<file path="src/rtl/traffic_phase_ctrl.sv">
// N-road signal-phase controller: GREEN -> AMBER [-> ALL_RED] -> GREEN of the next road.
// Optional ALL_RED phase is compiled in with `define TRAFFIC_ALLRED_EN.
module traffic_phase_ctrl #(
   parameter int NUM_ROADS     = 4,
   parameter int GREEN_CYCLES  = 16,
   parameter int AMBER_CYCLES  = 4,
   parameter int ALLRED_CYCLES = 2,
   parameter int CNT_W         = 6,
   localparam int ROAD_W       = (NUM_ROADS > 2) ? $clog2(NUM_ROADS) : 1
) (
   input  logic                   clk,
   input  logic                   reset,
   input  logic [NUM_ROADS-1:0]   prio_req,
   input  logic [NUM_ROADS-1:0]   emer_req,
   output logic [5*NUM_ROADS-1:0] light_out,
   output logic [ROAD_W-1:0]      active_road,
   output logic [CNT_W-1:0]       countdown,
   output logic                   phase_done,
   output logic                   preempted
);

`ifdef TRAFFIC_ALLRED_EN
   typedef enum logic [1:0] {GREEN, AMBER, ALL_RED} state_t;
`else
   typedef enum logic {GREEN, AMBER} state_t;
`endif

   if (NUM_ROADS < 2 || NUM_ROADS > 16 || GREEN_CYCLES < 1 || AMBER_CYCLES < 1 ||
       ALLRED_CYCLES < 1) begin : g_bad_cfg
      $error("traffic_phase_ctrl: illegal parameter set");
   end

   state_t             state_q, state_d;
   logic [ROAD_W-1:0]  road_q, road_d, sel_road;
   logic [CNT_W-1:0]   cnt_q, cnt_d;
   logic               pd_q, pd_d, pre_q, pre_d;
   logic [NUM_ROADS-1:0] road_oh;
   logic               emer_own, emer_other, go_green;
   logic               found_p, found_e;

   always_ff @(posedge clk or posedge reset) begin
      if (reset) begin
         state_q <= GREEN;
         road_q  <= '0;
         cnt_q   <= CNT_W'(GREEN_CYCLES - 1);
         pd_q    <= 1'b0;
         pre_q   <= 1'b0;
      end else begin
         state_q <= state_d;
         road_q  <= road_d;
         cnt_q   <= cnt_d;
         pd_q    <= pd_d;
         pre_q   <= pre_d;
      end
   end

   // Next road: lowest emergency, else lowest priority other than the current road, else round-robin.
   always_comb begin
      road_oh    = NUM_ROADS'(1) << road_q;
      emer_own   = |(emer_req & road_oh);
      emer_other = |(emer_req & ~road_oh);
      found_p    = 1'b0;
      found_e    = 1'b0;
      sel_road   = (road_q == ROAD_W'(NUM_ROADS - 1)) ? '0 : road_q + 1'b1;
      for (int unsigned i = 0; i < NUM_ROADS; i++) begin
         if (!found_p && prio_req[i] && ROAD_W'(i) != road_q) begin
            found_p  = 1'b1;
            sel_road = ROAD_W'(i);
         end
      end
      for (int unsigned i = 0; i < NUM_ROADS; i++) begin
         if (!found_e && emer_req[i]) begin
            found_e  = 1'b1;
            sel_road = ROAD_W'(i);
         end
      end
   end

   always_comb begin
      state_d  = state_q;
      road_d   = road_q;
      cnt_d    = cnt_q;
      pd_d     = 1'b0;
      pre_d    = pre_q;
      go_green = 1'b0;
      case (state_q)
         GREEN: begin
            if (emer_other) begin
               state_d = AMBER;
               cnt_d   = CNT_W'(AMBER_CYCLES - 1);
               pre_d   = 1'b1;
            end else if (emer_own) begin
               cnt_d = cnt_q;
            end else if (cnt_q == '0) begin
               state_d = AMBER;
               cnt_d   = CNT_W'(AMBER_CYCLES - 1);
               pre_d   = 1'b0;
            end else begin
               cnt_d = cnt_q - 1'b1;
            end
         end
         AMBER: begin
            if (cnt_q == '0) begin
`ifdef TRAFFIC_ALLRED_EN
               state_d = ALL_RED;
               cnt_d   = CNT_W'(ALLRED_CYCLES - 1);
               pre_d   = 1'b0;
`else
               go_green = 1'b1;
`endif
            end else begin
               cnt_d = cnt_q - 1'b1;
            end
         end
`ifdef TRAFFIC_ALLRED_EN
         ALL_RED: begin
            if (cnt_q == '0) go_green = 1'b1;
            else             cnt_d = cnt_q - 1'b1;
         end
`endif
         default: state_d = GREEN;
      endcase
      if (go_green) begin
         state_d = GREEN;
         road_d  = sel_road;
         cnt_d   = CNT_W'(GREEN_CYCLES - 1);
         pd_d    = 1'b1;
         pre_d   = 1'b0;
      end
   end

   always_comb begin
      light_out = '0;
      for (int unsigned k = 0; k < NUM_ROADS; k++) begin
         if (ROAD_W'(k) == road_q)
            light_out[5*k +: 5] = (state_q == GREEN) ? 5'b00111 : 5'b01000;
         else
            light_out[5*k +: 5] = 5'b10100;
      end
`ifdef TRAFFIC_ALLRED_EN
      if (state_q == ALL_RED) light_out = {NUM_ROADS{5'b10000}};
`endif
   end

   assign active_road = road_q;
   assign countdown   = cnt_q;
   assign phase_done  = pd_q;
   assign preempted   = pre_q;

endmodule
</file>
<file path="config.mk">
export PLATFORM = sky130hd
export DESIGN_NAME = traffic_phase_ctrl
export DESIGN_NICKNAME = d
export VERILOG_FILES = /design/src/rtl/traffic_phase_ctrl.sv
export SDC_FILE = /design/constraint.sdc
export NUM_CORES = 1
export LEC_CHECK = 0
export ABC_CLOCK_PERIOD_IN_PS = 3950
export CORE_MARGIN = 1
export CORE_UTILIZATION = 43
export CTS_BUF_LIST = sky130_fd_sc_hd__clkbuf_16
export DETAILED_ROUTE_END_ITERATION = 16
export PLACE_DENSITY_LB_ADDON = 0.3
export SETUP_SLACK_MARGIN = 0.3
export SYNTH_ARGS = -nofsm -noshare
export SYNTH_HDL_FRONTEND = slang
export SYNTH_SLANG_ARGS = --single-unit
</file>
<file path="constraint.sdc">
create_clock -name clk -period 3.95 [get_ports clk]
set_input_delay 0.79 -clock clk [delete_from_list [all_inputs] [get_ports clk]]
set_output_delay 0.79 -clock clk [all_outputs]
set_load 0.02 [all_outputs]
</file>
==> results_dict.tcl <==
set metrics [dict create \
    status "complete, no violations" \
    ys_ff_latch 11 \
    worstPathCellList "inv_1 -> ha_1 -> inv_1 -> nor2_1 -> clkdlybuf4s50_1" \
    ios 40 \
    synth_area_um2 848 \
    synth_warnings 0 \
    portBuffers 39 \
    drt-wirelength-per-cell_um 13.2 \
    drt_wl_total_mm 2.18 \
    synthCells 104 \
    cts_tree "built" \
    synth-edff-count 0 \
    arrival_ns 1.84 \
    crit_type "reg -> out" \
    core_um2 1780 \
    clockBufferDepth 2 \
    grt_pass1_wl_mm 3.21 \
    vias_per_cell 5.22 \
    fmax_mhz 380 \
    power_mw 1.09 \
    p_per_area_nw_per_um2 838 \
    dp_hpwl_mm 1.62 \
    rows 15 \
    track_usage 0.209 \
    clk_pin_slew_ns 0.04 \
    syn_nets 119 \
    synth_area_per_cell_um2 8.16 \
    drt-pass1-iter-count 4 \
    tightest_slew_ns 0.532 \
    drc_errors 0 \
    dieArea_um2 2150 \
    grt_max_degree 17 \
    cp_top_family "buffers and inverters" \
    fp.dieW_um 46.4 \
    max_stage_delay_ns 0.63 \
    synth.distinct_cells 35 \
    finalHoldViolCount 0 \
    gp_congestion 0.828 \
    cp.required_ns 3.16 \
    synth_top_area_cell "dfrtp_1" \
    period_needed_ns 2.63 \
    fin_crit_sh 0.666 \
    ir_drop_mv 0.480 \
    async_flop_share 1.00 \
    cp_common_cell "inv_1" \
    die_y_um 46.4 \
    final.setup.tns_ns 0 \
    cts-root-buf "clkbuf_16" \
    cts.htree.levels 1 \
    ctsHoldBuffers 0 \
    antenna_found_initial 0 \
    path_max_fanout 6 \
    maxSlewHeadroom 0.645 \
    tritoncts_num_sinks 11 \
    n_antenna_cell 0 \
    worst_hold_path_type "reg -> reg" \
    drive_above_1_share 0.121 \
    cts_made_buffers 3 \
    endpoint_kind "output pin" \
    yosys_most_used_dff "dfrtp_1" \
    synth_top_area_frac 0.206 \
    critPathSlowestCell "clkdlybuf4s50_1" \
    rsz0062_at_grt "false" \
    critPathBufInv 3 \
    nNetsFinal 156 \
    grt_overflow 0 \
    synth_seq_area_share 0.330 \
    drv_slew 0 \
    syn_to_final_growth_pct 53.2 \
    vias 861 \
    dp.cells 161 \
    cts_repair_resize_count 0 \
    cts_setup_buffers 0 \
    drtAntennaViolNets 0 \
    setup_viol 0 \
    final_cells 165 \
    worstSetupStartpointType "register" \
    nFillCells 134 \
    synthTopCellsByArea "dfrtp_1 21%, dfstp_2 12%, ha_1 7.4%, a21oi_1 6.5%, inv_1 6.2%" \
    insertion_delay_ns 0.24 \
    p_leak_nw 0.584 \
    grt_pass1_vias 752 \
    first_iter_violations 21 \
    start_util 0.476 \
    max_cap_violations 0 \
    finalClockSkew_ns 0.000430 \
]
## cells by family after synthesis
logic type / count (synthesis) / synth area share
AO/OA/AOI/OAI: 28 / 0.232
adder cells (fa/ha/maj): 5 / 0.0737
buffers and inverters: 21 / 0.121
flip-flops: 11 / 0.330
AND/OR/NAND/NOR: 39 / 0.243
## flip-flops by register name (all words and copies together) (netlist names)
name / cells
countdown: 6
active_road: 2
phase_done: 1
preempted: 1
state_q: 1
## path summary, 6_finish.rpt
kind / endpoint / slack [ns] / start / cells past startpoint
worst max-delay path: light_out[10] / 1.32 / active_road[0] / 5
worst min-delay path: preempted / 0.48 / preempted / 1
worst max register to register: countdown[5] / 2.05 / active_road[0] / 7
worst min register to register: preempted / 0.48 / preempted / 1
max in group asynchronous: countdown[2] / 2.79 / reset / 2
min in group asynchronous: countdown[5] / 0.84 / reset / 2
## cell usage after synthesis (2+ instances only)
| cell type | n |
|---|---|
| inv_1 | 14 |
| nor3_1 | 4 |
| dfrtp_1 | 7 |
| buf_4 | 4 |
| nor2_1 | 10 |
| o21bai_1 | 2 |
| ha_1 | 5 |
| a31oi_1 | 2 |
| nand2b_1 | 5 |
| nand2_1 | 11 |
| dfstp_2 | 4 |
| a21o_1 | 2 |
| nor2b_1 | 2 |
| a21oi_1 | 11 |
## final cells by class
type	instances	area, µm²	area share
Multi-Input combinational cell	72	465	0.358
Timing Repair Buffer	39	390	0.300
Sequential cell	11	280	0.216
Clock buffer	3	75.1	0.0577
Inverter	14	52.6	0.0404
Tap cell	25	31.3	0.0241
Clock inverter	1	5.00	0.00385
## stage by stage
stage	util	instance area [µm²]	hold slack [ns]	worst slack, ns
global route	0.729	1300	0.509	1.20
finish	0.729	1300	0.481	1.32
CTS	0.729	1300	0.484	1.31
detailed placement	0.684	1220	0.466	1.56
global placement	0.684	1220	0.466	1.60
floorplan	-	848	0.547	1.68
## routing by layer
| layer | wire length, µm | part of all wire | track usage |
|---|---|---|---|
| met1 | 930 | 0.43 | 0.251 |
| met3 | 196 | 0.090 | 0.0392 |
| met5 | 0 | 0 | 0 |
| met4 | 22 | 0.010 | 0.0824 |
| met2 | 1030 | 0.47 | 0.361 |
## cell usage in the layout, fill, tap and decap left out
| cell | netlist | final |
|---|---|---|
| o41ai_1 | 1 | 1 |
| or3_1 | 1 | 1 |
| nand2_1 | 11 | 11 |
| clkinv_2 | 0 | 1 |
| and4_4 | 1 | 1 |
| and2_2 | 1 | 1 |
| and2b_2 | 1 | 1 |
| a31oi_2 | 1 | 1 |
| a22o_1 | 1 | 1 |
| nor2_1 | 10 | 10 |
| nor3b_2 | 1 | 1 |
| inv_1 | 14 | 14 |
| a21o_1 | 2 | 2 |
| nor2b_1 | 2 | 2 |
| clkdlybuf4s50_1 | 0 | 39 |
| nand2_4 | 1 | 1 |
| clkbuf_16 | 0 | 3 |
| o21a_1 | 1 | 1 |
| nor3_1 | 4 | 4 |
| a21oi_1 | 11 | 11 |
| nand2_2 | 1 | 1 |
| nand2b_1 | 5 | 5 |
| a31oi_1 | 2 | 2 |
| a41oi_1 | 1 | 1 |
| o31ai_1 | 1 | 1 |
| o311a_1 | 1 | 1 |
| a311oi_1 | 1 | 1 |
| dfrtp_1 | 7 | 7 |
| o21ai_0 | 1 | 1 |
| a211oi_2 | 1 | 1 |
| dfstp_2 | 4 | 4 |
| ha_1 | 5 | 5 |
| a31o_2 | 1 | 1 |
| o21bai_1 | 2 | 2 |
## power breakdown
part,total (mW),switching [mW],internal (mW)
combinational,0.659,0.346,0.313
sequential,0.247,0.0678,0.179
clock,0.184,0.0500,0.134
total,1.09,0.464,0.626
Note: power is estimated with default switching activity, not from simulation.
==> variant: new RTL, config.mk and constraints unchanged <==
Make the reset (`reset`) synchronous in one clocked block.
--- a/src/rtl/traffic_phase_ctrl.sv
+++ b/src/rtl/traffic_phase_ctrl.sv
@@ -38,7 +38,7 @@
    logic               emer_own, emer_other, go_green;
    logic               found_p, found_e;
 
-   always_ff @(posedge clk or posedge reset) begin
+   always_ff @(posedge clk) begin
       if (reset) begin
          state_q <= GREEN;
          road_q  <= '0;
Behaviour: differs if reset is asserted again (counterexample within 4 cycles, from zero or initial values and one cycle with reset high); with reset held inactive, the same outputs for 10 cycles.
==> variant against the unedited design <==
  * Critical path depth is the same
  * First-iteration DRC count stayed put
  * Wire length down 5.3%
  * Global-route usage grew 1.1 points
  * Area after synthesis shrank 3.8%
  * Critical path type unchanged
  * Synthesized cell count is 1.9% lower
  * Worst setup slack got worse by 0.055 ns
  * Sequential cell count unchanged
  * Via count down 1.5%
  * Design area decreased by 1.6%
Power is not compared: it rests on default switching activity, and its combinational part moved more than twofold at a synthesized area within 25%.
==> variant: results (changes against the unedited design) <==
Parameter                              Value

Global route
  Largest net degree at the start of global routing ... 17 (unchanged)
  M2 GR Usage ... 32.6% (was 36.1%)
  Met3 track demand over resource ... 6.35% (was 3.92%)
  Vias in the first global route ... 700 (was 752)
  Wire length of the first global-routing pass ... 3.17 mm (was 3.21 mm)
  Global-route usage over all layers ... 22.0% (was 20.9%)
  Fraction of met1 tracks used by global routing ... 28.3% (was 25.1%)

Detailed routing
  WL met1 ... 877 um (was 930 um)
  Detailed-routed wire length on met3 ... 175 um (was 196 um)
  Post-DR vias/cell ... 5.17 (was 5.22)
  Initial DRC count ... 21 (unchanged)
  Routed Wire Length ... 2.07 mm (was 2.18 mm)
  Via count ... 848 (was 861)
  Met2 Routed Length ... 959 um (was 1.03 mm)

Finish
  Final-layout clock-cell area share ... 6.16% (about the same)
  Nets ... 155 (was 156)
  Fraction of layout instances using a drive strength above 1 ... 6.47% (was 12.1%)
  Proportion of cell area occupied by multi-input gates ... 39.8% (was 35.8%)
  Non-clock buffer area fraction after layout ... 30.5% (was 30.0%)
  Logic inverters ... 13 (was 14)
  Seq area share ... 17.2% (was 21.6%)
  Fillcell total ... 136 (was 134)

Placed design
  Worst setup slack after placement ... 1.23 ns (was 1.56 ns)
  Sum of net half-perimeters after detailed placement ... 1.60 mm (was 1.62 mm)
  Final RePlAce weighted congestion ... 0.868 (was 0.828)
  Placed cell area ... 1200 um^2 (was 1220 um^2)

Critical path
  Critical Path AT ... 1.89 ns (was 1.84 ns)
  Worst-case register-to-register setup slack ... 1.79 ns (was 2.05 ns)
  Worst reg2reg path endpoint ... countdown[1] (was countdown[5])
  RR Startpoint ... active_road[0] (unchanged)

Power and ir drop
  Total Power Consumption ... around 0.00037 W
  Power Density ... ~290 nW/um^2

Min path
  Hold_sp ... countdown[5] (was preempted)
  Worst-case hold path end point ... countdown[5] (was preempted)

Synth
  Post-synthesis sequential area ratio ... 27.0% (was 33.0%)
  FFs w/ async S/R, synth ... 0% (was 100%)
  Top area cells in the synthesized netlist ... sky130_fd_sc_hd__dfxtp_1, sky130_fd_sc_hd__ha_1, sky130_fd_sc_hd__inv_1 (was sky130_fd_sc_hd__dfrtp_1, sky130_fd_sc_hd__dfstp_2, sky130_fd_sc_hd__ha_1)
  Number of nets produced by synthesis ... 117 (was 119)
  Post-synthesis area per instance ... 8.00 um^2 (was 8.16 um^2)
  Distinct cells, synth ... 36 (was 35)
  Ranking of synthesized cells by instance count ... sky130_fd_sc_hd__inv_1, sky130_fd_sc_hd__dfxtp_1, sky130_fd_sc_hd__nor2_1, sky130_fd_sc_hd__nand2_1, sky130_fd_sc_hd__ha_1 (was sky130_fd_sc_hd__inv_1, sky130_fd_sc_hd__a21oi_1, sky130_fd_sc_hd__nand2_1, sky130_fd_sc_hd__nor2_1, sky130_fd_sc_hd__dfrtp_1)

Timing
  Hold slack final ... 0.500 ns (was 0.481 ns)
  Final period demand of the worst path ... 2.68 ns (was 2.63 ns)
  Slew at the pin closest to its max-slew limit ... 0.524 ns (was 0.532 ns)

Status
  Outcome ... complete, no violations (unchanged)

Floorplanning
  Die Span X ... 45.6 um (was 46.4 um)
[variant: cell types whose count changed in the layout (fill, tap and decap cells not counted), moves of 4 or more]
cell	unedited run	this run
sky130_fd_sc_hd__a21oi_1	11	4
sky130_fd_sc_hd__dfstp_2	4	0
sky130_fd_sc_hd__dfrtp_1	7	0
sky130_fd_sc_hd__dfxtp_1	0	11
sky130_fd_sc_hd__nor3_1	4	0
[variant: critical path, cell delays in order (launching register included)]
cell,delay (ns)
sky130_fd_sc_hd__dfxtp_1,0.34
sky130_fd_sc_hd__inv_1,0.12
sky130_fd_sc_hd__ha_1,0.32
sky130_fd_sc_hd__inv_1,0.09
sky130_fd_sc_hd__nor2_1,0.15
sky130_fd_sc_hd__clkdlybuf4s50_1,0.63
[variant: kinds of logic (layout without fill, tap and decap cells)]
family	after synthesis	after routing	share of synthesized area [%]
simple gates	39	39	27.1
compound gates	24	24	23.0
mux	1	1	1.38
flops	11	11	27.0
xor+xnor	3	3	3.22
buf+inv	19	56	10.6
fa+ha+maj	5	5	7.67
